===== config.mk =====
export PLATFORM = sky130hd
export DESIGN_NAME = acc_snapshot_buffer
export DESIGN_NICKNAME = d
export VERILOG_FILES = /design/src/rtl/acc_snapshot_buffer.sv
export SDC_FILE = /design/constraint.sdc
export NUM_CORES = 2
export LEC_CHECK = 0
export CORE_MARGIN = 3
export CORE_UTILIZATION = 60
export CTS_CLUSTER_DIAMETER = 30
export DETAILED_ROUTE_END_ITERATION = 12
export GPL_TIMING_DRIVEN = 0
export HOLD_SLACK_MARGIN = 0.02
export PLACE_DENSITY_LB_ADDON = 0.12
export SLEW_MARGIN = 10
export SYNTH_ARGS = -nofsm -noshare
export SYNTH_HDL_FRONTEND = slang
export SYNTH_SLANG_ARGS = --single-unit

===== constraint.sdc =====
create_clock -name clk_i -period 4.2 [get_ports clk_i]
set_clock_uncertainty 0.1 [all_clocks]
set_input_delay 0.42 -clock clk_i [delete_from_list [all_inputs] [get_ports clk_i]]
set_output_delay 0.42 -clock clk_i [all_outputs]
set_load 0.005 [all_outputs]

===== src/rtl/acc_snapshot_buffer.sv =====
// acc_snapshot_buffer
//
// Capture stage that sits directly behind the unsigned vector accumulator.
// When software pulses arm_i, the block waits for the next frame_start_i and
// then stores one complete dumped frame (VECTOR_LEN samples, element 0 first)
// into a block RAM. Each sample is scaled from DIN_WIDTH down to DOUT_WIDTH on
// the way in. The held frame is read back through a random-access port with a
// fixed one-cycle latency.
//
// Optional feature macro: ACC_SNAP_SAT_EN
//   defined   : saturating width reduction (all ones if any dropped bit is set)
//   undefined : plain truncation to the low DOUT_WIDTH bits
//
// Ports:
//   clk_i          single clock, all logic on the rising edge
//   rst_i          synchronous active-high reset
//   din_i          accumulator dump sample (unsigned)
//   din_valid_i    din_i qualifier, may be gapped
//   frame_start_i  one-cycle pulse marking the start of a new accumulation
//   arm_i          one-cycle software pulse: capture the next full frame
//   rd_addr_i      read address into the held frame
//   rd_data_o      registered read data, one cycle after rd_addr_i
//   ready_o        a complete snapshot is held
//   busy_o         armed or capturing
//   missed_o       frames started while a snapshot was held (saturating)
//   resync_o       sticky: a frame_start arrived in the middle of a capture
module acc_snapshot_buffer #(
  parameter int DIN_WIDTH  = 64,
  parameter int VECTOR_LEN = 64,
  parameter int DOUT_WIDTH = 32,
  parameter int SHIFT      = 16
) (
  input  logic                          clk_i,
  input  logic                          rst_i,
  input  logic [DIN_WIDTH-1:0]          din_i,
  input  logic                          din_valid_i,
  input  logic                          frame_start_i,
  input  logic                          arm_i,
  input  logic [$clog2(VECTOR_LEN)-1:0] rd_addr_i,
  output logic [DOUT_WIDTH-1:0]         rd_data_o,
  output logic                          ready_o,
  output logic                          busy_o,
  output logic [15:0]                   missed_o,
  output logic                          resync_o
);

  localparam int ADDR_W = $clog2(VECTOR_LEN);
  localparam logic [ADDR_W-1:0] LAST_IDX = ADDR_W'(VECTOR_LEN - 1);

  localparam logic [1:0] IDLE    = 2'd0;
  localparam logic [1:0] ARMED   = 2'd1;
  localparam logic [1:0] CAPTURE = 2'd2;
  localparam logic [1:0] DONE    = 2'd3;

  logic [1:0]            state_q,   state_d;
  logic [ADDR_W-1:0]     index_q,   index_d;
  logic [15:0]           missed_q,  missed_d;
  logic                  resync_q,  resync_d;
  logic                  wr_en_q,   wr_en_d;
  logic [ADDR_W-1:0]     wr_addr_q;
  logic [DOUT_WIDTH-1:0] wr_data_q;
  logic [DOUT_WIDTH-1:0] rd_data_q;
  logic [DOUT_WIDTH-1:0] scaled;

  logic [DOUT_WIDTH-1:0] buffer_mem [VECTOR_LEN];

  // Width reduction of the shifted sample.
`ifdef ACC_SNAP_SAT_EN
  logic [DIN_WIDTH-1:0] shifted;
  assign shifted = din_i >> SHIFT;
  // Any set bit above DOUT_WIDTH-1 clamps the stored value to all ones.
  assign scaled  = ((shifted >> DOUT_WIDTH) != '0) ? '1 : shifted[DOUT_WIDTH-1:0];
`else
  assign scaled  = DOUT_WIDTH'(din_i >> SHIFT);
`endif

  // Next-state logic. An arm in IDLE/DONE wins over a coincident frame_start,
  // so that frame_start neither starts a capture nor counts as missed.
  // A din_valid alongside frame_start belongs to the previous frame.
  always_comb begin
    state_d  = state_q;
    index_d  = index_q;
    missed_d = missed_q;
    resync_d = resync_q;
    wr_en_d  = 1'b0;
    case (state_q)
      IDLE: begin
        if (arm_i) begin
          state_d  = ARMED;
          resync_d = 1'b0;
        end
      end
      ARMED: begin
        if (frame_start_i) begin
          state_d = CAPTURE;
          index_d = '0;
        end
      end
      CAPTURE: begin
        if (frame_start_i) begin
          index_d  = '0;
          resync_d = 1'b1;
        end else if (din_valid_i) begin
          wr_en_d = 1'b1;
          if (index_q == LAST_IDX) begin
            state_d = DONE;
            index_d = '0;
          end else begin
            index_d = index_q + 1'b1;
          end
        end
      end
      DONE: begin
        if (arm_i) begin
          state_d  = ARMED;
          missed_d = '0;
          resync_d = 1'b0;
        end else if (frame_start_i && (missed_q != 16'hFFFF)) begin
          missed_d = missed_q + 16'd1;
        end
      end
      default: state_d = IDLE;
    endcase
  end

  // Control state with synchronous reset.
  always_ff @(posedge clk_i) begin
    if (rst_i) begin
      state_q  <= IDLE;
      index_q  <= '0;
      missed_q <= '0;
      resync_q <= 1'b0;
      wr_en_q  <= 1'b0;
    end else begin
      state_q  <= state_d;
      index_q  <= index_d;
      missed_q <= missed_d;
      resync_q <= resync_d;
      wr_en_q  <= wr_en_d;
    end
  end

  // Write address/data stage: the RAM write lands one cycle after din_valid.
  always_ff @(posedge clk_i) begin
    wr_addr_q <= index_q;
    wr_data_q <= scaled;
  end

  // RAM write port, no reset so it maps onto block RAM.
  always_ff @(posedge clk_i) begin
    if (wr_en_q) begin
      buffer_mem[wr_addr_q] <= wr_data_q;
    end
  end

  // Registered read port; a same-address write in the same cycle returns old data.
  always_ff @(posedge clk_i) begin
    if (rst_i) begin
      rd_data_q <= '0;
    end else begin
      rd_data_q <= buffer_mem[rd_addr_i];
    end
  end

  assign rd_data_o = rd_data_q;
  assign ready_o   = (state_q == DONE);
  assign busy_o    = (state_q == ARMED) || (state_q == CAPTURE);
  assign missed_o  = missed_q;
  assign resync_o  = resync_q;

endmodule

==> impl_metrics.tcl <==
set metrics [dict create \
    status "finished with violations" \
    violations "capacitance limit, setup timing" \
    yosys-top-cells-count "2,048 x edfxtp_1, 517 x mux4_2, 156 x mux2i_1, 108 x nor2_1, 96 x dfxtp_1" \
    worstMarginPinSlew_ps 1480 \
    path_class "primary input to flip-flop" \
    vias_per_cell 7.25 \
    worst_setup_path_end_kind "flip-flop" \
    fillers 6938 \
    muxShareOfSynthArea 0.165 \
    startpoint_type "primary input" \
    drtIter0Drc 9320 \
    ys_seq_area_frac 0.779 \
    multiInputGateArea_mm2 0.0173 \
    p_int_mw 44.8 \
    fin_crit_sh 1.08 \
    final_util 0.761 \
    antenna_found_initial 20 \
    gp_congestion 0.927 \
    fp.dieW_um 374 \
    syn_area_per_cell_um2 22.6 \
    hold_violations 0 \
    cp_data_arrival_time_ps 5170 \
    clk_pin_slew_ps 50 \
    reg2reg_to "rd_data_o[22]" \
    rsz0062_at_grt "false" \
    postPlaceCellArea_mm2 0.0885 \
    hold_class "flip-flop to flip-flop" \
    yosysTopAreaCellShare 0.755 \
    period_minus_slack_ps 4520 \
    synth_ff_type "edfxtp_1" \
    seqCellArea_mm2 0.0635 \
    coreArea_mm2 0.134 \
    grt_overflow 0 \
    holdPathStages 0 \
    share_seq_of_total_power 0.411 \
    finalNetCount 4370 \
    clock_path_buffers 4 \
    drive_above_1_share 0.345 \
    ys_types 60 \
    cts-htree-levels 5 \
    stdcell_count 6383 \
    yosys_register_bits 2144 \
    fp.dieArea_mm2 0.140 \
    r2r_start "buffer_mem[12][22]" \
    clock-sinks 2144 \
    p_sw_mw 12.9 \
    port_buffers 87 \
    drc 0 \
    yosys.area_share.simple 0.0169 \
    synthesis.area_mm2 0.0814 \
    ff2ff_setup_slack_ps 470 \
    die_h_um 374 \
    grt_max_degree 65 \
    grt_pass1_wl_um 379000 \
    initial_core_util 0.607 \
    ios 126 \
    fin_setup_tns_ps -740 \
    cts-root-buf "clkbuf_16" \
    async_flop_share 0 \
    synth_compound_area_frac 0.0224 \
    synth-xor-area-share 0.00151 \
    synthCells 3601 \
    drtAntennaViolNets 0 \
    drtPass1Iterations 10 \
    grt_pass1_vias 45800 \
    wl_um 280000 \
    p_sw_frac 0.223 \
    maxCapViolCount 1 \
    via_count 46300 \
    hold_end "wr_addr_q[1]" \
    slew_headroom 0.00462 \
    synth_top_family_by_area "multiplexers" \
    syn_nets 3681 \
    syn_to_final_growth_pct 25.3 \
    stdcell_area_mm2 0.102 \
    clock_latency_ps 940 \
    grtUsageTotal 0.405 \
    max_freq_ghz 0.221 \
    cts_buffers 398 \
    leakage_nw 33.4 \
    drv_slew 0 \
    dp_cells 5624 \
    path_max_fanout 10 \
    finalSetupViolCount 3 \
    p_clk_frac 0.545 \
    wl_per_cell_um 43.9 \
    rows 134 \
    setup_ws_ps -324 \
    combPwrFrac 0.044 \
    yosysTopAreaCell "edfxtp_1" \
    hp-start "index_q[1]" \
    cp.required_ps 4840 \
    cts_tree "built" \
    yosysMostFrequentCell "edfxtp_1" \
    synth-adder-area-share 0.000768 \
    hpwl_um 176000 \
    power_mw 57.6 \
    synth_edf_count 2048 \
    synth_area_leaders "edfxtp_1 76%, mux4_2 14%, dfxtp_1 2.4%" \
    p_per_area_mw_per_mm2 565 \
    reg2reg_depth 5 \
    ys.warnings.count 0 \
    vdd_drop_max_uv 430 \
]
power groups by stage:
stage          logic [mW]  clock network [mW]  registers, mW
6_report             2.52                31.4           23.7
4_1_cts              2.44                31.4           23.7
3_5_place_dp         2.38                   0           24.1
5_1_grt              2.55                32.4           23.7
2_1_floorplan        1.20                   0           24.1
3_3_place_gp         2.09                   0           24.3
final cells by class:
type | instances | area share
Timing Repair Buffer | 289 | 0.0455
Clock buffer | 435 | 0.101
Antenna cell | 8 | 0.000196
Sequential cell | 2144 | 0.622
Multi-Input combinational cell | 1254 | 0.169
Clock inverter | 282 | 0.0289
Tap cell | 1768 | 0.0217
Buffer | 193 | 0.0115
Inverter | 10 | 0.000368
metal layers:
layer,up-vias,track usage,routed length (um)
met2,4696,0.589,123000
met5,-,0,92
met3,1182,0.142,44200
met1,23500,0.527,89400
li1,16800,-,-
met4,10,0.260,23200
logic make-up (layout without fill, tap and decap cells):
group                      Yosys count  after routing
AOI/OAI and AO/OA                  260            260
xor gates and xnor gates            14             14
DFF                               2144           2144
adders and majority gates            5              5
muxes                              690            690
buffers and inverters              203           1209
and+or+nand+nor                    285            285
other                                0              8
sequential cells by signal, indices dropped and copies added (netlist names):
register / flops
wr_addr_q: 6
resync_o: 1
buffer_mem: 2048
wr_en_q: 1
wr_data_q: 32
missed_o: 16
rd_data_o: 32
state_q: 2
index_q: 6
critical path: stages:
cell and delay, ps:
clkdlybuf4s50_1 890, clkbuf_1 600, clkbuf_1 990, clkbuf_1 1090, a21oi_1 430, o21ai_0 710
cell usage in the layout (no fill, tap or decap), types with 42 or more instances in the layout:
master | Yosys | routed
edfxtp_1 | 2048 | 2048
mux4_2 | 517 | 517
clkbuf_16 | 0 | 404
mux2i_1 | 156 | 156
buf_12 | 0 | 123
clkdlybuf4s50_1 | 0 | 87
clkbuf_1 | 59 | 81
dfxtp_1 | 96 | 64
nor2_4 | 0 | 62
clkinvlp_4 | 0 | 61
clkinv_2 | 0 | 59
a22oi_1 | 57 | 57
buf_4 | 47 | 52
a21oi_1 | 52 | 52
buf_2 | 48 | 48
a211oi_1 | 48 | 48
nor2_1 | 108 | 42
bufinv_16 | 0 | 42
stage by stage:
stage	hold slack (ps)	worst slack [ps]
floorplan	263	635
global placement	280	-4510
detailed placement	289	-891
CTS	301	188
global route	309	30.9
finish	304	-324
how the worst max path moves through the flow:
stage	start	to	slack (ps)
floorplan	wr_addr_q[3]	buffer_mem[48][0]	630
global placement	wr_addr_q[3]	buffer_mem[50][27]	-4510
detailed placement	rd_addr_i[4]	rd_data_o[16]	-890
CTS	rd_addr_i[4]	rd_data_o[19]	190
global route	rd_addr_i[4]	rd_data_o[19]	30
finish	rd_addr_i[4]	rd_data_o[19]	-320
what timing repair did:
action / 4_1_cts / 5_1_grt
hold buffers: 34 / 0
buffers inserted: 0 / 0
resized for setup: 1 / 0
setup endpoints to repair: 1 / 0
endpoints found under the hold margin: 35 / 0
(Power assumes the default switching activity.)
